### src/rtl/loo_adder_tree.sv
// Leave-one-out adder tree: registered binary sum of masked channels, then per-channel total minus self.
// Define LOO_ADDER_TREE_SAT_EN to clamp results to WIDTH bits instead of wrapping.
module loo_adder_tree #(
  parameter int NUM_CH = 6,
  parameter int WIDTH  = 16
) (
  input  logic                    i_clock,
  input  logic                    i_reset,
  input  logic                    i_enable,
  input  logic                    i_valid,
  input  logic [NUM_CH-1:0]       i_mask,
  input  logic signed [WIDTH-1:0] i_data [NUM_CH],
  output logic                    o_valid,
  output logic signed [WIDTH-1:0] o_data [NUM_CH],
  output logic signed [WIDTH-1:0] o_total
);

  localparam int S  = $clog2(NUM_CH);
  localparam int FW = WIDTH + S;

  function automatic int level_cnt(input int lvl);
    return (NUM_CH + (1 << lvl) - 1) >> lvl;
  endfunction

  function automatic logic signed [WIDTH-1:0] narrow(input logic signed [FW-1:0] v);
`ifdef LOO_ADDER_TREE_SAT_EN
    localparam logic signed [FW-1:0] SMAX = {{(FW-WIDTH+1){1'b0}}, {(WIDTH-1){1'b1}}};
    localparam logic signed [FW-1:0] SMIN = {{(FW-WIDTH+1){1'b1}}, {(WIDTH-1){1'b0}}};
    if (v > SMAX)      return SMAX[WIDTH-1:0];
    else if (v < SMIN) return SMIN[WIDTH-1:0];
    else               return v[WIDTH-1:0];
`else
    return WIDTH'(v);
`endif
  endfunction

  // Level 0 is the combinational masked input; each later level halves the operand count.
  for (genvar l = 0; l <= S; l++) begin : g_lvl
    localparam int N = level_cnt(l);
    logic signed [FW-1:0] node [N];

    if (l == 0) begin : g_in
      always_comb begin
        for (int k = 0; k < NUM_CH; k++)
          node[k] = i_mask[k] ? FW'(i_data[k]) : '0;
      end
    end else begin : g_add
      localparam int NP = level_cnt(l - 1);
      for (genvar j = 0; j < N; j++) begin : g_node
        if (2 * j + 1 < NP) begin : g_sum
          always_ff @(posedge i_clock) begin
            if (i_reset)
              node[j] <= '0;
            else if (i_enable)
              node[j] <= g_lvl[l-1].node[2*j] + g_lvl[l-1].node[2*j+1];
          end
        end else begin : g_fwd
          always_ff @(posedge i_clock) begin
            if (i_reset)
              node[j] <= '0;
            else if (i_enable)
              node[j] <= g_lvl[l-1].node[2*j];
          end
        end
      end
    end
  end

  logic signed [FW-1:0] xd [S][NUM_CH];
  logic [S-1:0]         vpipe;
  logic signed [FW-1:0] total_full;

  assign total_full = g_lvl[S].node[0];

  // Masked samples and valid travel alongside the tree so they meet the total.
  always_ff @(posedge i_clock) begin
    if (i_reset) begin
      vpipe <= '0;
      for (int s = 0; s < S; s++)
        for (int k = 0; k < NUM_CH; k++)
          xd[s][k] <= '0;
    end else if (i_enable) begin
      vpipe[0] <= i_valid;
      xd[0]    <= g_lvl[0].node;
      for (int s = 1; s < S; s++) begin
        vpipe[s] <= vpipe[s-1];
        xd[s]    <= xd[s-1];
      end
    end
  end

  always_ff @(posedge i_clock) begin
    if (i_reset) begin
      o_valid <= 1'b0;
      o_total <= '0;
      for (int k = 0; k < NUM_CH; k++)
        o_data[k] <= '0;
    end else if (i_enable) begin
      o_valid <= vpipe[S-1];
      o_total <= narrow(total_full);
      for (int k = 0; k < NUM_CH; k++)
        o_data[k] <= narrow(total_full - xd[S-1][k]);
    end
  end

endmodule
### config.mk
export PLATFORM = sky130hd
export DESIGN_NAME = loo_adder_tree
export DESIGN_NICKNAME = d
export VERILOG_FILES = /design/src/rtl/loo_adder_tree.sv
export SDC_FILE = /design/constraint.sdc
export NUM_CORES = 1
export LEC_CHECK = 0
export BUFFER_PORTS_ARGS = -buffer_cell sky130_fd_sc_hd__buf_2
export CAP_MARGIN = 20
export CELL_PAD_IN_SITES_DETAIL_PLACEMENT = 0
export CELL_PAD_IN_SITES_GLOBAL_PLACEMENT = 1
export CORE_UTILIZATION = 48
export DETAILED_ROUTE_END_ITERATION = 16
export PLACE_DENSITY = 0.86
export SLEW_MARGIN = 10
export SYNTH_ARGS = -nofsm -noshare
export SYNTH_HDL_FRONTEND = slang
export SYNTH_SLANG_ARGS = --single-unit
### constraint.sdc
create_clock -name i_clock -period 14 [get_ports i_clock]
set_clock_uncertainty 0.15 [all_clocks]
set_input_delay 1.4 -clock i_clock [delete_from_list [all_inputs] [get_ports i_clock]]
set_output_delay 1.4 -clock i_clock [all_outputs]
set_load 0.01 [all_outputs]
Yosys cells after proc, flatten, opt, wreduce, memory -nomap -nowiden

Memory sizes are Yosys's and may differ from the RTL's.
Index checks and enable logic that the tools add are counted.

Add/subtract/negate cells: 11
Mux-type cells: 21
Bitwise operators: 8
Reductions and logical operators: 1

Operators by type and width:

| operator            | number |
|---|---|
| 114-bit 2-to-1 mux  | 3 |
| 19-bit 2-to-1 mux   | 12 |
| 16-bit subtractor   | 6 |
| 19-bit adder        | 5 |
| 19-bit OR reduction | 1 |
| 1-bit OR            | 8 |
| 1-bit 2-to-1 mux    | 6 |

Bits in registers: 116
Memory bits (writable): 456
Bits of input ports: 106
Output and inout port bits: 113
Logic and storage cells: 54
Memories kept: 4

Memory list:

| memory        | depth | bits a word | read ports | clocked after memory_dff | write ports | line | text |
|---|---|---|---|---|---|---|---|
| xd            | 3     | 114         | 3          | 0                        | 3           | 69   | `logic signed [FW-1:0] xd [S][NUM_CH];` |
| g_lvl[1].node | 3     | 19          | 3          | 0                        | 3           | 40   | `logic signed [FW-1:0] node [N];` |
| g_lvl[2].node | 2     | 19          | 2          | 0                        | 2           | 40   |  |
| g_lvl[3].node | 1     | 19          | 1          | 0                        | 1           | 40   |  |

Longest topological paths before layout

Depth in word-level cells: 5
Depth in mapped cells: 11
Mapped depth without buffers: 11

Worst setup path before layout

OpenSTA, ideal clock, no wires.

Path type: input port to flip-flop
Start: in i_enable
End: mem g_lvl[1].node[0][0] (netlist bit) (enable)
Setup time: 731 ps
Arrival: 9,493 ps
Slack: 3,626 ps
Stages: 5
Buffers on the path: 3
Cells stage by stage: clkbuf_1 > nor2_1 > clkbuf_1 > clkbuf_1 > inv_1

RTL lines:

| what               | line | text |
|---|---|---|
| start: declaration | 9    | `input logic i_enable,` |
| end: declaration   | 40   |  |

==> impl_metrics.tcl <==
set metrics [dict create \
    status "complete, no violations" \
    intPower_uw 2950 \
    placed_cell_area_um2 27800 \
    p_per_area_nw_per_um2 138 \
    tns_ns 0 \
    cts.path.max_buffers 3 \
    viasPerCell 5.60 \
    fmax_ghz 0.203 \
    first_pass_iters 5 \
    p_clk_share_pct 37.0 \
    fin_nets 2844 \
    vias 18500 \
    clkTransAtPathRegs_ns 0.06 \
    clk_latency_ns 0.61 \
    grt_max_degree 293 \
    slew_viol_final 0 \
    dp_cells 3204 \
    min_path_type "register to register" \
    die_h_um 235 \
    ys_ff_latch 500 \
    syn_nets 2681 \
    drcViolationCount 0 \
    fin_area_um2 29700 \
    p_seq_share_pct 44.6 \
    synthArstFlopShare_pct 0 \
    seq_area_um2 13900 \
    routabilityCongestion 0.901 \
    cts_root_buf "clkbuf_16" \
    layout_commonest_cell "edfxtp_1" \
    power_uw 4080 \
    synth_ff_type "edfxtp_1" \
    finalHoldViolations 0 \
    setup_viol 0 \
    worst_setup_path_start_kind "input pin" \
    antenna_found_initial 3 \
    start_util_pct 48.5 \
    rsz0062_at_grt "no" \
    cts.sinks 500 \
    grt_pass1_wl_um 100000 \
    groute.usage.overall_pct 23.0 \
    cp.arrival_ns 5.00 \
    diodes 0 \
    max_cap_viol_count 0 \
    p_sw_uw 1130 \
    cp_max_fo 142 \
    syn_area_um2 26100 \
    syn_area_per_cell_um2 10.9 \
    swShare_pct 27.7 \
    portBuffers 218 \
    slew_headroom_pct 27.0 \
    postCtsSetupRepairBufs 0 \
    synth-warning-count 0 \
    area_growth_pct 13.6 \
    min_period_ns 4.93 \
    dieArea_um2 55400 \
    stdcell_count 3301 \
    grt_pass1_vias 17700 \
    cts_tree "done" \
    drtIter0Drc 1716 \
    pwr-share-comb_pct 18.5 \
    cts_buffers 51 \
    end_kind "register" \
    finalWirelength_um 64400 \
    post-route-period-util_pct 35.2 \
    dpl.hpwl_um 45800 \
    multiInputGateArea_um2 11400 \
    io_pins 219 \
    cts-htree-levels 2 \
    placementRows 85 \
    ant_nets 0 \
    layout_common_cells "384 x edfxtp_1, 315 x and3_1, 217 x buf_2" \
    cts_resized 0 \
    worst_slew_pin_slew_ns 1.09 \
    yosys.cell_types.count 81 \
    synth_edf_count 384 \
    vdd_ir_drop_max_v 0.0000956 \
    coreArea_um2 53800 \
    fin_hold_ws_ns 0.297 \
    die_width_um 235 \
    grt_overflow 0 \
    synth-seq-area-share_pct 53.0 \
    fill_cells 4572 \
    path_class "input pin to register" \
    leakage_uw 0.0134 \
    syn_inst 2399 \
    cp.required_ns 14.08 \
    wl_per_cell_um 19.5 \
    drive_above_1_share_pct 13.2 \
    postCtsHoldBufs 0 \
]
## path summary, 6_finish.rpt
path                                                   startpoint                  endpoint  slack [ns]  cells after the start
worst max-delay path                                     i_enable  xd[0][155]$_SDFFCE_PN0P_        9.07                      6
worst min-delay path                      o_data[93]$_SDFFE_PP0P_   o_data[93]$_SDFFE_PP0P_        0.30                      2
worst max register to register  g_lvl[3].node[0][0]$_SDFFCE_PN0P_   o_data[30]$_SDFFE_PP0P_       10.69                     11
worst min register to register            o_data[93]$_SDFFE_PP0P_   o_data[93]$_SDFFE_PP0P_        0.30                      2
## synthesized netlist by cell type, drive strengths merged (19+ instances only)
master	count	area share, %
edfxtp	384	44
and3	315	7.5
nor2	203	2.9
ha	165	7.9
a21oi	129	2.5
inv	119	1.7
dfxtp	116	8.9
clkbuf	109	1.6
nand2	105	1.5
o21ai	102	2.0
and2	95	2.3
xnor2	60	2.0
xor2	56	1.9
a211oi	47	1.4
nor3	40	0.77
mux2i	39	1.5
a21o	31	0.89
o21a	26	0.75
nand3	24	0.46
nand2b	19	0.46
nor2b	19	0.46
## sequential cells by signal, indices dropped and copies added, names as in the netlist
signal,cells
vpipe,3
xd,288
o_data,96
o_total,16
o_valid,1
g_lvl.node,96
## power groups by stage
stage | registers [uW] | logic, uW | clock network [uW]
6_report | 1820 | 754 | 1510
2_1_floorplan | 1840 | 524 | 0
3_5_place_dp | 1850 | 745 | 0
5_1_grt | 1830 | 834 | 1590
3_3_place_gp | 1850 | 730 | 0
4_1_cts | 1820 | 749 | 1540
## cells by family (layout without fill, tap and decap cells)
logic type | after synthesis | count (layout) | share of synthesized area [%]
xor+xnor | 116 | 116 | 3.89
buf+inv | 239 | 445 | 3.46
simple gates | 875 | 875 | 17.8
mux | 40 | 40 | 1.54
flops | 500 | 500 | 53.0
compound gates | 453 | 453 | 11.5
fa+ha+maj | 176 | 176 | 8.75
## final cells by class
class,instances,area share (%)
Clock inverter,41,1.91
Sequential cell,500,46.7
Tap cell,696,2.94
Inverter,119,1.55
Multi-Input combinational cell,1660,38.4
Clock buffer,55,4.42
Timing Repair Buffer,230,4.12
## through the flow
stage	worst slack, ns	utilization (%)
floorplan	3.63	-
global placement	8.50	51.6
detailed placement	8.41	51.6
CTS	9.06	55.1
global route	8.83	55.1
finish	9.07	55.1
## critical path, cell delays in order
cell and delay, ns:
buf_8 0.56, nor2_4 0.06, buf_4 0.31, inv_8 0.69, buf_4 0.84, buf_4 0.95
## routing by layer
layer,vias to the layer above,track usage (%),share of wire (%)
li1,9105,-,-
met1,8778,33.7,48
met2,507,35.4,44
met3,101,3.26,5.7
met4,0,7.03,2.7
met5,-,0,0
Note: power is estimated with default switching activity, not from simulation.
